`src/rtl/mdu_pkg.sv`:
```
// Shared definitions for the multiply/divide unit: op encodings, FSM states, counter sizing.
// The signed MULT/DIV path is enabled by defining MDU_SIGNED_EN.
package mdu_pkg;

    localparam logic [1:0] MDU_MULTU = 2'b00;
    localparam logic [1:0] MDU_DIVU  = 2'b01;
    localparam logic [1:0] MDU_MULT  = 2'b10;
    localparam logic [1:0] MDU_DIV   = 2'b11;

    localparam int unsigned MDU_WIDTH = 32;

    // Counter must hold 0..WIDTH-1 with one bit of headroom.
    function automatic int unsigned mdu_cnt_w(input int unsigned width);
        return $clog2(width) + 1;
    endfunction

    localparam int unsigned MDU_CNT_W = mdu_cnt_w(MDU_WIDTH);

    typedef enum logic [1:0] {
        IDLE = 2'd0,
        RUN  = 2'd1,
        DONE = 2'd2
    } mdu_state_e;

endpackage

```
`src/rtl/mdu_iter.sv`:
```
// One iteration of the shared datapath: shift-add multiply step or restoring divide step.
// The accumulator holds {upper, lower}; lower starts as multiplier or dividend.
module mdu_iter
    import mdu_pkg::*;
#(
    parameter int unsigned WIDTH = MDU_WIDTH
) (
    input  logic               is_div,
    input  logic [2*WIDTH-1:0] acc,
    input  logic [WIDTH-1:0]   operand,
    output logic [2*WIDTH-1:0] acc_next_c
);

    logic [WIDTH:0]   add_sum;
    logic [WIDTH:0]   rem_sh;
    logic             rem_ge;
    logic [WIDTH-1:0] rem_new;

    always_comb begin
        // Multiply: conditionally add multiplicand to the upper half, then shift right.
        add_sum = {1'b0, acc[2*WIDTH-1:WIDTH]};
        if (acc[0]) begin
            add_sum = add_sum + {1'b0, operand};
        end

        // Divide: shift next dividend bit into the remainder and trial-subtract.
        rem_sh  = acc[2*WIDTH-1:WIDTH-1];
        rem_ge  = (rem_sh >= {1'b0, operand});
        rem_new = rem_ge ? WIDTH'(rem_sh - {1'b0, operand}) : rem_sh[WIDTH-1:0];

        if (is_div) begin
            acc_next_c = {rem_new, acc[WIDTH-2:0], rem_ge};
        end else begin
            acc_next_c = {add_sum, acc[WIDTH-1:1]};
        end
    end

endmodule

```
`src/rtl/mul_div_unit.sv`:
```
// Multi-cycle MIPS multiply/divide unit with architectural HI/LO; fixed WIDTH-cycle latency.
// Define MDU_SIGNED_EN to make op 10/11 perform signed MULT/DIV; otherwise they alias MULTU/DIVU.
module mul_div_unit
    import mdu_pkg::*;
#(
    parameter int unsigned WIDTH = MDU_WIDTH
) (
    input  logic             clk,
    input  logic             rst,
    input  logic             start,
    input  logic [1:0]       op,
    input  logic [WIDTH-1:0] rs_data,
    input  logic [WIDTH-1:0] rt_data,
    output logic             busy,
    output logic             done,
    output logic [WIDTH-1:0] hi,
    output logic [WIDTH-1:0] lo
);

    localparam int unsigned      CNT_W    = mdu_cnt_w(WIDTH);
    localparam logic [CNT_W-1:0] CNT_LAST = CNT_W'(WIDTH - 1);

    mdu_state_e         state_q, state_d;
    logic [CNT_W-1:0]   cnt_q, cnt_d;
    logic [2*WIDTH-1:0] acc_q, acc_d;
    logic [WIDTH-1:0]   opnd_q, opnd_d;
    logic               is_div_q, is_div_d;
    logic               busy_q, busy_d;
    logic               done_q, done_d;
    logic [WIDTH-1:0]   hi_q, hi_d;
    logic [WIDTH-1:0]   lo_q, lo_d;

    logic [2*WIDTH-1:0] iter_acc_c;
    logic [WIDTH-1:0]   mag_a_c, mag_b_c;
    logic               op_is_div_c;

`ifdef MDU_SIGNED_EN
    logic               neg_q, neg_d;
    logic               neg_rem_q, neg_rem_d;
    logic               div0_q, div0_d;
    logic               sign_a_c, sign_b_c;
    logic [2*WIDTH-1:0] prod_c;
    logic [WIDTH-1:0]   quot_c, rem_c;
`endif

    mdu_iter #(
        .WIDTH (WIDTH)
    ) u_iter (
        .is_div     (is_div_q),
        .acc        (acc_q),
        .operand    (opnd_q),
        .acc_next_c (iter_acc_c)
    );

    // Operand magnitudes at accept time and result sign fix-up on the final iteration.
    always_comb begin
        op_is_div_c = (op == MDU_DIVU) || (op == MDU_DIV);
`ifdef MDU_SIGNED_EN
        sign_a_c = ((op == MDU_MULT) || (op == MDU_DIV)) && rs_data[WIDTH-1];
        sign_b_c = ((op == MDU_MULT) || (op == MDU_DIV)) && rt_data[WIDTH-1];
        mag_a_c  = sign_a_c ? -rs_data : rs_data;
        mag_b_c  = sign_b_c ? -rt_data : rt_data;
        prod_c   = neg_q ? -iter_acc_c : iter_acc_c;
        quot_c   = neg_q ? -iter_acc_c[WIDTH-1:0] : iter_acc_c[WIDTH-1:0];
        if (div0_q) begin
            quot_c = '1;
        end
        rem_c    = neg_rem_q ? -iter_acc_c[2*WIDTH-1:WIDTH] : iter_acc_c[2*WIDTH-1:WIDTH];
`else
        mag_a_c  = rs_data;
        mag_b_c  = rt_data;
`endif
    end

    // Next-state, counter, datapath and HI/LO update.
    always_comb begin
        state_d  = state_q;
        cnt_d    = cnt_q;
        acc_d    = acc_q;
        opnd_d   = opnd_q;
        is_div_d = is_div_q;
        hi_d     = hi_q;
        lo_d     = lo_q;
`ifdef MDU_SIGNED_EN
        neg_d     = neg_q;
        neg_rem_d = neg_rem_q;
        div0_d    = div0_q;
`endif

        case (state_q)
            RUN: begin
                acc_d = iter_acc_c;
                cnt_d = cnt_q + CNT_W'(1);
                if (cnt_q == CNT_LAST) begin
                    state_d = DONE;
                    cnt_d   = '0;
`ifdef MDU_SIGNED_EN
                    if (is_div_q) begin
                        hi_d = rem_c;
                        lo_d = quot_c;
                    end else begin
                        hi_d = prod_c[2*WIDTH-1:WIDTH];
                        lo_d = prod_c[WIDTH-1:0];
                    end
`else
                    hi_d = iter_acc_c[2*WIDTH-1:WIDTH];
                    lo_d = iter_acc_c[WIDTH-1:0];
`endif
                end
            end
            // IDLE and DONE both accept a new request.
            default: begin
                state_d = IDLE;
                if (start) begin
                    state_d  = RUN;
                    cnt_d    = '0;
                    is_div_d = op_is_div_c;
                    acc_d    = {WIDTH'(0), op_is_div_c ? mag_a_c : mag_b_c};
                    opnd_d   = op_is_div_c ? mag_b_c : mag_a_c;
`ifdef MDU_SIGNED_EN
                    neg_d     = sign_a_c ^ sign_b_c;
                    neg_rem_d = sign_a_c;
                    div0_d    = op_is_div_c && (rt_data == '0);
`endif
                end
            end
        endcase

        busy_d = (state_d == RUN);
        done_d = (state_d == DONE);
    end

    always_ff @(posedge clk) begin
        if (rst) begin
            state_q  <= IDLE;
            cnt_q    <= '0;
            acc_q    <= '0;
            opnd_q   <= '0;
            is_div_q <= 1'b0;
            busy_q   <= 1'b0;
            done_q   <= 1'b0;
            hi_q     <= '0;
            lo_q     <= '0;
`ifdef MDU_SIGNED_EN
            neg_q     <= 1'b0;
            neg_rem_q <= 1'b0;
            div0_q    <= 1'b0;
`endif
        end else begin
            state_q  <= state_d;
            cnt_q    <= cnt_d;
            acc_q    <= acc_d;
            opnd_q   <= opnd_d;
            is_div_q <= is_div_d;
            busy_q   <= busy_d;
            done_q   <= done_d;
            hi_q     <= hi_d;
            lo_q     <= lo_d;
`ifdef MDU_SIGNED_EN
            neg_q     <= neg_d;
            neg_rem_q <= neg_rem_d;
            div0_q    <= div0_d;
`endif
        end
    end

    assign busy = busy_q;
    assign done = done_q;
    assign hi   = hi_q;
    assign lo   = lo_q;

endmodule

```
`config.mk`:
```
export PLATFORM = sky130hd
export DESIGN_NAME = mul_div_unit
export DESIGN_NICKNAME = d
export VERILOG_FILES = /design/src/rtl/mdu_pkg.sv /design/src/rtl/mdu_iter.sv /design/src/rtl/mul_div_unit.sv
export SDC_FILE = /design/constraint.sdc
export NUM_CORES = 1
export LEC_CHECK = 0
export BUFFER_PORTS_ARGS = -buffer_cell sky130_fd_sc_hd__buf_2
export CAP_MARGIN = 10
export CORE_ASPECT_RATIO = 1.1
export CORE_UTILIZATION = 60
export CTS_CLUSTER_SIZE = 24
export DETAILED_ROUTE_END_ITERATION = 10
export PLACE_DENSITY = 0.82
export SLEW_MARGIN = 20
export SYNTH_ARGS = -nofsm -noshare
export SYNTH_HDL_FRONTEND = slang
export SYNTH_SLANG_ARGS = --single-unit
export TNS_END_PERCENT = 5
```
`constraint.sdc`:
```
create_clock -name clk -period 4.2 [get_ports clk]
set_clock_uncertainty 0.1 [all_clocks]
set_input_delay 0.84 -clock clk [delete_from_list [all_inputs] [get_ports clk]]
set_output_delay 0.84 -clock clk [all_outputs]
set_load 0.01 [all_outputs]
```
# Word-level counts from Yosys, hierarchy flattened
# Index checks and enable logic that the tools add are counted.
[classes] n_addsub=3 muxes=13 n_bitwise=1 n_eq_ne=6 n_lt_le_gt_ge=1 reduce_logical=4
[ops] operator="64-bit 2-to-1 mux" count=3
[ops] operator="32-bit 2-to-1 mux" count=3
[ops] operator="32-bit by 32-bit adder with 33-bit output" count=1
[ops] operator="33-bit by 32-bit greater-or-equal comparator with 1-bit output" count=1
[ops] operator="33-bit 2-to-1 mux" count=1
[ops] operator="32-bit subtractor" count=1
[ops] operator="6-bit 2-to-1 mux" count=3
[ops] operator="6-bit by 1-bit adder with 6-bit output, second input constant" count=1
[ops] operator="2-bit by 1-bit equality test with 1-bit output, second input constant" count=3
[ops] operator="6-bit by 5-bit equality test with 1-bit output, second input constant" count=1
[ops] operator="2-bit equality test, second input constant" count=2
[ops] operator="2-bit 2-to-1 mux" count=2
[ops] operator="2-bit AND reduction" count=2
[ops] operator="2-bit nonzero test" count=1
[ops] operator="1-bit logical OR" count=1
[ops] operator="1-bit 2-to-1 mux" count=1
[ops] operator="1-bit NOT" count=1
[totals] inputBits=69 register_bits=171 wordCells=37

# Longest topological paths before layout
[depth] ltp_word=5 depth_mapped=13 depth_no_buf=13

# Modules after synthesis
# From an unflattened synthesis, not the netlist that was laid out.
[hier_totals] cells_unflattened=1581 area_unflattened_um2=12764.7
[by_module_without_submodules] mod="mul_div_unit" instances=1 area_per_inst_um2=7644.8 cells_each=829 seq_area_each_um2=3423.3
[by_module_without_submodules] mod="mdu_iter" instances=1 area_per_inst_um2=5119.9 cells_each=752 seq_area_each_um2=0.0

# Worst setup path before layout
# OpenSTA, ideal clock, no wires.
[synth_path] kind="reg-to-reg" startpoint="register acc_q[32]" endpoint="register acc_q[57]" synth_period_minus_slack_ns=3.079 path_buffers=0 setup_slack_ns=1.121 arrival_time_ns=2.910 stages_incl_launch_ff=12 required_ns=4.031 path_cell_list="dfxtp_1 > ha_1 > fa_1 > a21o_1 > a221oi_2 > nor4_2 > o21a_1 > a211o_1 > a41oi_1 > mux2_1 > a22o_1 > o21ai_1"
[synth_via] elab_chain_cells=4
[synth_lines] item="from (decl)" line="mul_div_unit.sv:25" text="logic [2*WIDTH-1:0] acc_q, acc_d;"
[synth_lines] item="from (signal assigned)" line="mul_div_unit.sv:137" text="acc_q <= '0;"
[synth_lines] item="from (signal assigned)" line="mul_div_unit.sv:152" text="acc_q <= acc_d;"
[synth_lines] item="32-bit by 32-bit adder with 33-bit output, or another cell as far along" line="mdu_iter.sv:23" text="add_sum = add_sum + {1'b0, operand};"
[synth_lines] item="33-bit 2-to-1 mux / 32-bit 2-to-1 mux (equally long branches)" line="mdu_iter.sv:22, mdu_iter.sv:29"
[synth_lines] item="64-bit 2-to-1 mux (*)" line="mdu_iter.sv:31" text="if (is_div) begin"
[synth_lines] item="64-bit 2-to-1 mux (*)" line="mul_div_unit.sv:90" text="case (state_q)"
# Every way passes the cells marked *; elsewhere a longest branch is shown, timed or not.
# A chain may end at the register's enable or synchronous reset.

# Worst setup path in the final report
[layout_path] startpoint="register acc_q[31]" endpoint="register acc_q[58]"
[layout_via] elab_chain_cells=4
[layout_lines] item="32-bit subtractor / 33-bit by 32-bit greater-or-equal comparator with 1-bit output (equally long branches)" line="mdu_iter.sv:29, mdu_iter.sv:28"
[layout_lines] item="32-bit 2-to-1 mux (*)" line="mdu_iter.sv:29" text="rem_new = rem_ge ? WIDTH'(rem_sh - {1'b0, operand}) : rem_sh[WIDTH-1:0];"
[layout_lines] item="64-bit 2-to-1 mux (*)" line="mdu_iter.sv:31"
[layout_lines] item="64-bit 2-to-1 mux (*)" line="mul_div_unit.sv:90"
# Marks and branches as above.

==> flow_summary_export.csv <==
group,metric,value,unit
job,cap_violations,0,
clocking,post_cts_resize_count,0,
layout,drive_above_1_share,13.97,%
routing,dr.pass1.iters,7,
worst_setup_path,crit_type,"flip-flop to flip-flop",
global_route,grt_pass1_wl,54170,µm
synthesis,syn-num-nets,1628,
timing,holdWs,0.3516,ns
power_and_ir_drop,power.density,350.7,nW/µm²
routing,ant_nets,0,
clocking,clkSinkCount,171,
layout,layout_common_cells,"nor2_1 (218), dfxtp_1 (170), a21oi_1 (142), buf_2 (131), nand2_1 (110)",
die,io_pins,135,
die,die_area,19980,µm²
layout,nFillCells,1617,
die,core,19100,µm²
routing,viasPerCell,6.262,
routing,wl_per_cell,18.53,µm
die,rows,53,
global_route,grt_overflow,0,
timing,timing.final.crit_share,87.24,%
clocking,cts.clk_slew.worst_paths,0.07,ns
synthesis,synth_cells,1492,
routing,route.detailed.drc,0,
worst_setup_path,r2r_setup_slack,0.54,ns
timing,worst_slew_pin_slew,0.9041,ns
placed_design,postPlaceCellArea,12440,µm²
synthesis,ys_types,78,
placed_design,portBuffers,133,
layout,final_nets,1705,
timing,grt_setup_unrepaired,"false",
power_and_ir_drop,ir_worst_vdd,0.2900,mV
synthesis,synth_area,11650,µm²
layout,diodes,0,
clocking,postCtsHoldBufs,0,
clocking,numCtsBuffers,17,
worst_setup_path,cp_data_required_time,4.43,ns
global_route,grt.total_usage,34.20,%
placed_design,place_congestion,0.9764,
worst_setup_path,crit_fanout,4,
outcome,status,"finished, final reports clean",
routing,vias,11450,
timing,slew_headroom,39.73,%
hold_path,hold_class,"flip-flop to flip-flop",
worst_setup_path,crit_path_end_kind,"flip-flop",
synthesis,yosys_warnings,0,
die,start_util,61.02,%
synthesis,syn_area_per_cell,7.811,µm²
layout,multiInputGateArea,7651,µm²
timing,tns,0,ns
global_route,grt_pass1_vias,10550,
global_route,antenna_found_initial,0,
synthesis,synth_seq_cells,171,
layout,final_cell_area,13080,µm²
clocking,htreeDepth,4,
clocking,post-cts-setup-buffer-count,0,
timing,slew_violations,0,
die,die_y,148.2,µm
worst_setup_path,start_kind,"flip-flop",
synthesis,synthFlopType,"dfxtp_1",
power_and_ir_drop,power_leakage,0.005729,µW
routing,wl,33890,µm
synthesis,seq_area_frac_synth,29.38,%
timing,finalCriticalPeriod,3.664,ns
routing,drt_iter0_drc,880,
clocking,cts_tree,"built",
synthesis,synth_async_sr_flop_share,0,%
layout,area_growth,12.25,%
timing,hold_viol,0,
layout,fin_util,68.49,%
clocking,clk_latency,0.44,ns
clocking,cts_buffer_depth,2,
layout,final_common_cell,"nor2_1",
die,die_w,134.9,µm
global_route,grt_max_degree,85,
worst_setup_path,crit_arrival,3.90,ns
clocking,root_buffer,"clkbuf_16",
placed_design,dpl.hpwl,24410,µm
timing,setup_viol,0,
layout,regArea,3427,µm²
timing,timing.fmax,272.9,MHz
synthesis,synth_edf_count,0,
critical path, cell delays in order (launching register included):
cell and delay (ns):
dfxtp_1 0.37, inv_1 0.08, ha_1 0.16, inv_1 0.06, fa_1 0.40, a21o_1 0.21, a221oi_2 0.45, o21ai_2 0.14
o31ai_2 0.43, o31a_1 0.34, xnor2_1 0.13, o21ai_0 0.38, a32oi_1 0.09, a22o_1 0.21
state kept, by name, summed over array words and instances (netlist names):
name,cells
done,1
cnt_q,6
is_div_q,1
hi,32
opnd_q,32
acc_q,64
state_q,2
busy,1
lo,32
logic make-up (layout without fill, tap and decap cells):
logic type / count (synthesis) / after routing / share of synthesized area [%]
fa+ha+maj: 67 / 67 / 7.322
mux: 113 / 113 / 9.749
buf+inv: 154 / 244 / 5.111
flops: 171 / 171 / 29.38
compound gates: 476 / 476 / 26.99
xor+xnor: 45 / 45 / 3.382
simple gates: 466 / 466 / 18.07
Yosys cell counts, drive strengths merged (3+ instances only):
| cell | instances | share of area, % |
|---|---|---|
| nor2 | 219 | 7.1 |
| dfxtp | 171 | 29 |
| a21oi | 143 | 6.2 |
| nand2 | 111 | 3.6 |
| mux2i | 109 | 9.4 |
| a211oi | 84 | 5.5 |
| o21ai | 77 | 3.4 |
| clkbuf | 73 | 2.4 |
| ha | 65 | 7.0 |
| inv | 56 | 1.8 |
| a21o | 39 | 2.5 |
| xnor2 | 29 | 2.2 |
| nand3 | 27 | 1.2 |
| buf | 25 | 0.94 |
| nand3b | 19 | 1.2 |
| a31oi | 16 | 0.91 |
| o21a | 16 | 1.0 |
| xor2 | 16 | 1.2 |
| or3 | 15 | 0.81 |
| nor2b | 13 | 0.70 |
| nor3 | 13 | 0.56 |
| o211ai | 13 | 0.88 |
| a22o | 12 | 0.90 |
| and3 | 11 | 0.59 |
| o31ai | 10 | 0.69 |
| a221oi | 9 | 0.78 |
| nand4 | 9 | 0.54 |
| nand2b | 8 | 0.43 |
| o21bai | 7 | 0.45 |
| a31o | 6 | 0.45 |
| nor3b | 6 | 0.39 |
| o31a | 5 | 0.38 |
| a211o | 4 | 0.30 |
| a21boi | 4 | 0.26 |
| and2 | 4 | 0.21 |
| mux2 | 4 | 0.39 |
| nor4 | 4 | 0.27 |
| o2111ai | 4 | 0.30 |
| a2111oi | 3 | 0.23 |
| a311oi | 3 | 0.28 |
| and4 | 3 | 0.23 |
| o221ai | 3 | 0.23 |
| o22ai | 3 | 0.16 |
final timing paths:
check                                             from                     end  cells after the start
worst min-delay path               hi[19]$_SDFFE_PP0P_     hi[19]$_SDFFE_PP0P_                      2
worst max-delay path            acc_q[31]$_SDFFE_PP0P_  acc_q[58]$_SDFFE_PP0P_                     13
worst min register to register     hi[19]$_SDFFE_PP0P_     hi[19]$_SDFFE_PP0P_                      2
worst max register to register  acc_q[31]$_SDFFE_PP0P_  acc_q[58]$_SDFFE_PP0P_                     13
per-layer routing:
metal / up-vias / wire (µm) / global-route usage [%]
met2: 463 / 15320 / 54.38
met4: 0 / 787 / 11.52
met5: - / 0 / 0
met1: 5350 / 15070 / 46.84
li1: 5574 / - / -
met3: 66 / 2709 / 5.658
per-stage QoR:
| step | worst slack (ns) | total power (µW) | std cells |
|---|---|---|---|
| 6_report | 0.5357 | 4588 | 1829 |
| 5_1_grt | 0.3598 | 4769 | 1829 |
| 4_1_cts | 0.5535 | 4568 | 1829 |
| 3_5_place_dp | 0.6140 | 2878 | 1797 |
| 3_3_place_gp | 0.6133 | 2863 | 1797 |
| 2_1_floorplan | 1.121 | 2596 | 1492 |
final cells by class:
cell class,count,share of cell area (%)
clock buffers,17,3.252
clock inverters,15,1.645
inverters,56,1.607
multi-input cells,1167,58.49
flip-flops and latches,171,26.20
well taps,247,2.363
repair buffers,156,6.447
power by group:
part / switching (µW) / leakage, µW / total, µW / internal (µW)
Clock: 831 / 0.000310 / 1710 / 877
Sequential: 85.8 / 0.00139 / 1770 / 1680
Combinational: 673 / 0.00403 / 1110 / 437
Note: power is estimated with default switching activity, not from simulation.
